==> src/rtl/hdmi_i2c_cfg_seq.sv <==
// Write-only I2C master that plays a {reg,data} table into the HDMI transmitter, replaying on hot-plug events.
// Latency: OE outputs change 1 cycle after each quarter-bit tick; one ACKed entry takes 120 quarter ticks.
// Backpressure: none on the table side (combinational ROM); slave NACKs trigger bounded per-entry retries.
module hdmi_i2c_cfg_seq #(
    parameter int          CLK_HZ    = 50_000_000,
    parameter int          I2C_HZ    = 100_000,
    parameter logic [7:0]  DEV_ADDR  = 8'h72,
    parameter int          LUT_LEN   = 31,
    parameter int          MAX_RETRY = 3,
    parameter int          INIT_QT   = 16
) (
    input  logic        iCLK,
    input  logic        iRST_N,
    output logic [5:0]  oLUT_IDX,
    input  logic [15:0] iLUT_DATA,
    input  logic        iHPD_INT,
    input  logic        iSDA,
    output logic        oSCL_OE,
    output logic        oSDA_OE,
    output logic        oBUSY,
    output logic        oDONE,
    output logic        oERR
);
    // Quarter-bit divider; QDIV must be at least 2 for the 4-phase bit timing to hold.
    localparam int QDIV = CLK_HZ / (4 * I2C_HZ);
    localparam int DW   = (QDIV > 1) ? $clog2(QDIV) : 1;

    typedef enum logic [2:0] {
        S_INIT, S_START, S_BITS, S_ACK, S_STOP, S_GAP, S_DONE
    } state_t;

    state_t        state;
    logic [DW-1:0] div;
    logic          qtick;
    logic [1:0]    q;
    logic [2:0]    bit_cnt;
    logic [1:0]    byte_cnt;
    logic [15:0]   init_cnt;
    logic [7:0]    retry_cnt;
    logic [23:0]   shreg;
    logic          nack;
    logic          pending;
    logic          hpd_s1, hpd_s2, hpd_s3, hpd_evt;

    assign qtick = (div == DW'(QDIV - 1));

    // Free-running quarter-bit divider, independent of FSM state.
    always_ff @(posedge iCLK) begin
        if (!iRST_N) div <= '0;
        else         div <= qtick ? '0 : div + 1'b1;
    end

    // Two-flop synchronizer plus registered rising-edge detect for the hot-plug line.
    always_ff @(posedge iCLK) begin
        if (!iRST_N) begin
            hpd_s1  <= 1'b0;
            hpd_s2  <= 1'b0;
            hpd_s3  <= 1'b0;
            hpd_evt <= 1'b0;
        end else begin
            hpd_s1  <= iHPD_INT;
            hpd_s2  <= hpd_s1;
            hpd_s3  <= hpd_s2;
            hpd_evt <= hpd_s2 & ~hpd_s3;
        end
    end

    // Sequencer FSM: each 4-phase state performs phase q's action on a qtick, then moves q on.
    always_ff @(posedge iCLK) begin
        if (!iRST_N) begin
            state     <= S_INIT;
            q         <= 2'd0;
            bit_cnt   <= 3'd0;
            byte_cnt  <= 2'd0;
            init_cnt  <= 16'd0;
            retry_cnt <= 8'd0;
            shreg     <= 24'd0;
            nack      <= 1'b0;
            pending   <= 1'b0;
            oLUT_IDX  <= 6'd0;
            oSCL_OE   <= 1'b0;
            oSDA_OE   <= 1'b0;
            oBUSY     <= 1'b0;
            oDONE     <= 1'b0;
            oERR      <= 1'b0;
        end else begin
            // Events during INIT are redundant (playback starts at 0 anyway); DONE handles its own.
            if (hpd_evt && state != S_INIT && state != S_DONE) pending <= 1'b1;

            case (state)
                S_INIT: begin
                    oBUSY <= 1'b1;
                    if (qtick) begin
                        if (init_cnt == 16'(INIT_QT - 1)) begin
                            state <= S_START;
                            q     <= 2'd0;
                        end else begin
                            init_cnt <= init_cnt + 16'd1;
                        end
                    end
                end
                S_START: if (qtick) begin
                    q <= q + 2'd1;
                    case (q)
                        2'd0: begin
                            oSCL_OE  <= 1'b0;
                            oSDA_OE  <= 1'b0;
                            // Latched here rather than on the transition so the index update has settled.
                            shreg    <= {DEV_ADDR, iLUT_DATA};
                            byte_cnt <= 2'd0;
                            bit_cnt  <= 3'd0;
                            nack     <= 1'b0;
                        end
                        2'd1, 2'd2: oSDA_OE <= 1'b1;
                        default: begin
                            oSCL_OE <= 1'b1;
                            state   <= S_BITS;
                        end
                    endcase
                end
                S_BITS: if (qtick) begin
                    q <= q + 2'd1;
                    case (q)
                        2'd0: begin
                            oSCL_OE <= 1'b1;
                            oSDA_OE <= ~shreg[23];
                        end
                        2'd1: oSCL_OE <= 1'b0;
                        2'd2: ;
                        default: begin
                            oSCL_OE <= 1'b1;
                            shreg   <= {shreg[22:0], 1'b0};
                            bit_cnt <= bit_cnt + 3'd1;
                            if (bit_cnt == 3'd7) state <= S_ACK;
                        end
                    endcase
                end
                S_ACK: if (qtick) begin
                    q <= q + 2'd1;
                    case (q)
                        2'd0: begin
                            oSCL_OE <= 1'b1;
                            oSDA_OE <= 1'b0;
                        end
                        2'd1: oSCL_OE <= 1'b0;
                        2'd2: if (iSDA) nack <= 1'b1;
                        default: begin
                            oSCL_OE <= 1'b1;
                            if (nack || byte_cnt == 2'd2) begin
                                state <= S_STOP;
                            end else begin
                                byte_cnt <= byte_cnt + 2'd1;
                                state    <= S_BITS;
                            end
                        end
                    endcase
                end
                S_STOP: if (qtick) begin
                    q <= q + 2'd1;
                    case (q)
                        2'd0: begin
                            oSCL_OE <= 1'b1;
                            oSDA_OE <= 1'b1;
                        end
                        2'd1: oSCL_OE <= 1'b0;
                        2'd2: oSDA_OE <= 1'b0;
                        default: state <= S_GAP;
                    endcase
                end
                S_GAP: if (qtick) begin
                    q <= q + 2'd1;
                    if (q == 2'd3) begin
                        if (pending || hpd_evt) begin
                            pending   <= 1'b0;
                            oERR      <= 1'b0;
                            retry_cnt <= 8'd0;
                            oLUT_IDX  <= 6'd0;
                            state     <= S_START;
                        end else if (nack && retry_cnt < 8'(MAX_RETRY)) begin
                            retry_cnt <= retry_cnt + 8'd1;
                            state     <= S_START;
                        end else begin
                            if (nack) oERR <= 1'b1;
                            retry_cnt <= 8'd0;
                            if (oLUT_IDX == 6'(LUT_LEN - 1)) begin
                                state <= S_DONE;
                                oBUSY <= 1'b0;
                                oDONE <= 1'b1;
                            end else begin
                                oLUT_IDX <= oLUT_IDX + 6'd1;
                                state    <= S_START;
                            end
                        end
                    end
                end
                S_DONE: begin
                    oSCL_OE <= 1'b0;
                    oSDA_OE <= 1'b0;
                    if (hpd_evt) begin
                        oDONE     <= 1'b0;
                        oERR      <= 1'b0;
                        oBUSY     <= 1'b1;
                        oLUT_IDX  <= 6'd0;
                        retry_cnt <= 8'd0;
                        q         <= 2'd0;
                        state     <= S_START;
                    end
                end
                default: state <= S_INIT;
            endcase
        end
    end
endmodule

==> config.mk <==
export PLATFORM = sky130hd
export DESIGN_NAME = hdmi_i2c_cfg_seq
export DESIGN_NICKNAME = d
export VERILOG_FILES = /design/src/rtl/hdmi_i2c_cfg_seq.sv
export SDC_FILE = /design/constraint.sdc
export NUM_CORES = 1
export LEC_CHECK = 0
export ABC_AREA = 1
export BUFFER_PORTS_ARGS = -buffer_cell sky130_fd_sc_hd__buf_2
export CAP_MARGIN = 25
export CORE_UTILIZATION = 25
export CTS_BUF_LIST = sky130_fd_sc_hd__clkbuf_8
export CTS_CLUSTER_DIAMETER = 30
export DETAILED_ROUTE_END_ITERATION = 16
export REMOVE_ABC_BUFFERS = 1
export SLEW_MARGIN = 20
export SYNTH_ARGS = -nofsm -noshare
export SYNTH_HDL_FRONTEND = slang
export SYNTH_SLANG_ARGS = --single-unit
==> constraint.sdc <==
create_clock -name iCLK -period 1.58 [get_ports iCLK]
set_input_delay 0.316 -clock iCLK [delete_from_list [all_inputs] [get_ports iCLK]]
set_output_delay 0.316 -clock iCLK [all_outputs]
set_load 0.01 [all_outputs]
==> metrics.md <==
| Metric | Value |
|---|---|
| Run status | finished, violations left |
| Violated checks | negative setup slack |
| CTS Root Cell | clkbuf_8 |
| Fmax | roughly 0.6 GHz |
| Starting density of the core | 0.257 |
| CTS tree | done |
| Cell Area, Synth | approximately 4300 um2 |
| Avg Cell Area, Syn | ~6.6 um2 |
| Logic pwr share | 0.045 |
| Hold buffers post-CTS | 0 |
| Core area | about 17,000 um2 |
| Area growth syn-to-layout | 36.6% |
| WP data arrival | 1.89 ns |
| Final HPWL DP | 7330 um |
| Seq pwr share | 0.512 |
| Largest net degree at the start of global routing | 29 |
| Via-per-instance ratio | approximately 4.4 |
| Hold WS | 0.137 ns |
| CTS buffer count | 9 |
| Final nets | between 700 and 800 |
| TNS Setup | -0.672 ns |
| First-pass GRT wire length | ~17,000 um |
| Die Area | between 15,000 and 20,000 um2 |
| Crit end category | flop |
| Number of buffers and inverters on the critical path | 3 |
| Post-Route WL | roughly 11,000 um |
| Remaining Overflow, GRT | 0 |
| Die height | around 130 um |
| Final Wtd Congestion | 0.869 |
| DR iter-0 viols | about 170 |
| Final Hold Vio Count | 0 |
| CP top delay family | simple AND/OR/NAND/NOR gates |
| Residual DRC | 0 |
| GRT Overall Usage | 0.120 |
| Post-route setup slack | -0.0565 ns |
| RSZ-0062 raised after global routing | yes |
| Row count | 47 |
| Minimum clock period | ~1.6 ns |
| Drt wl/cell | between 10 and 15 um |
| Vias in the first global route | around 3,900 |
| Sequential element share of the synthesized area | 0.383 |
| Ys Warns | 0 |
| P_int | between 3 and 4 mW |
| Clock buffer depth | 2 |
| Period utilisation layout | 1.04 |
| Syn Inst Count | between 600 and 700 |
| Clock-pin transition on the worst setup and hold timing paths | 0.08 ns |
| Share of cells above drive strength 1 | 0.294 |
| Pre-Repair DR Iteration Count | 4 |
| Antenna cell count | 0 |
| Clock share of power | 0.443 |
| Max-slew headroom | 0.814 |
| Final setup violating endpoints | 30 |
| Crit-path max FO | 8 |
| CP Launch Type | flop |
| Crit path cell chain | inv_2, ha_4, nand3_4, nor2_4, inv_4, nor2_4, nand3_4, buf_12, o21ai_0, a21oi_1 |
| Max_cap viols | 0 |
| # H-tree levels | 3 |
| Max Slew Vio Count | 0 |
| Layout Skew | 0.0121 ns |
| Min-Delay Path Class | input port to flop |
| Synth cell types | 30 |
| Data required, critical path | roughly 1.8 ns |
| # port buffers | 30 |
| Worst-Skew Late Latency | 0.36 ns |
| Register bit count reported by yosys | around 80 |
| Remaining antenna violation count | 0 |
| Worst-Margin Slew | ~0.28 ns |
| Vias | 4,281 |
| Switch Pwr | 0.873 mW |
| Power per cell area | just under 700 nW/um2 |
| Leak Pwr | 2.55 nW |
| WS Path Type | flop to flop |
| Total power draw | a little over 4 mW |
| # clock sinks | slightly above 80 |
| Worst vdd ir | ~0.34 mV |
| Sw Share | 0.215 |
| Crit-path max cell delay | 0.33 ns |
| Die W | between 100 and 150 um |
| Initial antenna violation count | 0 |
| Slowest cell on the critical path | dfxtp_2 |
| Ports | 31 |
[power groups by stage]
stage	Combinational, mW	Sequential [mW]	Clock [mW]
after floorplan	0.0680	2.13	0
after global placement	0.150	2.13	0
after detailed placement	0.151	2.13	0
after CTS	0.155	2.08	1.86
after global routing	0.208	2.08	1.95
final	0.183	2.08	1.80
[sequential cells by signal, indices dropped and copies added (netlist names), 2 cells and up]
register   flops
oLUT_IDX       6
div            7
byte_cnt       2
shreg         24
bit_cnt        3
init_cnt      16
retry_cnt      8
state          3
q              2
[layer usage]
layer  track usage  up-vias  share of wire  routed length [um]
li1              -     2268              -                   -
met1         0.156     1953           0.49                5190
met2         0.194       47           0.46                4870
met3        0.0307       13          0.031                 325
met4        0.0396        0          0.014                 144
met5             0        -              0                   0
[cell type report]
| type | instances | area [um2] |
|---|---|---|
| fillers | 1775 | 10800 |
| multi-input cells | 458 | 2500 |
| flip-flops and latches | 82 | 1650 |
| repair buffers | 105 | 851 |
| inverters | 87 | 334 |
| well taps | 220 | 275 |
| clock buffers | 9 | 124 |
| clock inverters | 7 | 110 |
[placed cells by master, fill, tap and decap left out, types with 5 or more instances in the layout]
master,Yosys,routed
xor2_1,5,5
o21ai_2,0,26
nor3_1,7,6
nor2_1,116,110
nand4_1,20,20
nand2_2,0,15
a21oi_2,0,11
inv_1,82,78
buf_6,1,14
clkbuf_8,0,9
nand2_1,126,108
ha_1,13,10
nand3_1,28,25
nor2_2,3,7
dfxtp_2,0,7
o21ai_1,4,14
inv_2,5,9
dfxtp_1,82,74
o21ai_0,60,24
buf_2,5,30
buf_4,4,55
nor2_4,3,5
a21oi_1,56,45
[synthesized netlist by cell type]
library cell	count	share of area
a21oi_1	56	0.065
a31oi_1	2	0.0029
and3_1	1	0.0015
buf_2	5	0.0058
buf_4	4	0.0070
buf_6	1	0.0026
clkbuf_1	11	0.0096
dfxtp_1	82	0.38
ha_1	13	0.038
inv_1	82	0.072
inv_2	5	0.0044
nand2_1	126	0.11
nand2_4	1	0.0026
nand3_1	28	0.033
nand3_2	3	0.0070
nand3_4	1	0.0041
nand4_1	20	0.029
nor2_1	116	0.10
nor2_2	3	0.0044
nor2_4	3	0.0079
nor3_1	7	0.0082
nor4_1	1	0.0015
o211ai_1	2	0.0035
o21a_1	1	0.0018
o21ai_0	60	0.070
o21ai_1	4	0.0047
o21bai_1	1	0.0018
or2_0	1	0.0015
or2_2	3	0.0044
xor2_1	5	0.010
[kinds of logic (layout without fill, tap and decap cells)]
| logic type | Yosys count | count (layout) | synth area share |
|---|---|---|---|
| AO/OA/AOI/OAI | 126 | 126 | 0.150 |
| XOR/XNOR | 5 | 5 | 0.0102 |
| adder cells (fa/ha/maj) | 13 | 13 | 0.0380 |
| buffers and inverters | 108 | 208 | 0.101 |
| flip-flops | 82 | 82 | 0.383 |
| AND/OR/NAND/NOR | 314 | 314 | 0.317 |
[path summary, 6_finish.rpt]
| kind | start | to | slack (ns) | cells after the start |
|---|---|---|---|---|
| worst max-delay path | div[0] | shreg[21] | -0.06 | 10 |
| worst min-delay path | iHPD_INT | hpd_s1 | 0.14 | 3 |
| worst max register to register | div[0] | shreg[21] | -0.06 | 10 |
| worst min register to register | hpd_s3 | hpd_evt | 0.39 | 1 |
[tightest hold or removal path, stage by stage]
cell     delay [ns]
buf_2          0.08
nand2_1        0.04
inv_1          0.04
[metrics by stage]
| step | area [um2] | setup WS (ns) | std cells | utilization |
|---|---|---|---|---|
| after detailed placement | 5150 | -0.107 | 944 | 0.310 |
| after CTS | 5520 | -0.0418 | 965 | 0.332 |
| after global routing | 5850 | -0.171 | 968 | 0.351 |
| after global placement | 5150 | -0.0755 | 944 | 0.310 |
| after floorplan | 4180 | -0.700 | 627 | - |
| final | 5850 | -0.0565 | 968 | 0.351 |
[timing repair]
item | in CTS | in global routing
cloned | 2 | 2
setup endpoints to repair | 51 | 68
pin swaps | 4 | 19
resized for setup | 21 | 127
buffers inserted | 3 | 3
(Power assumes the default switching activity.)
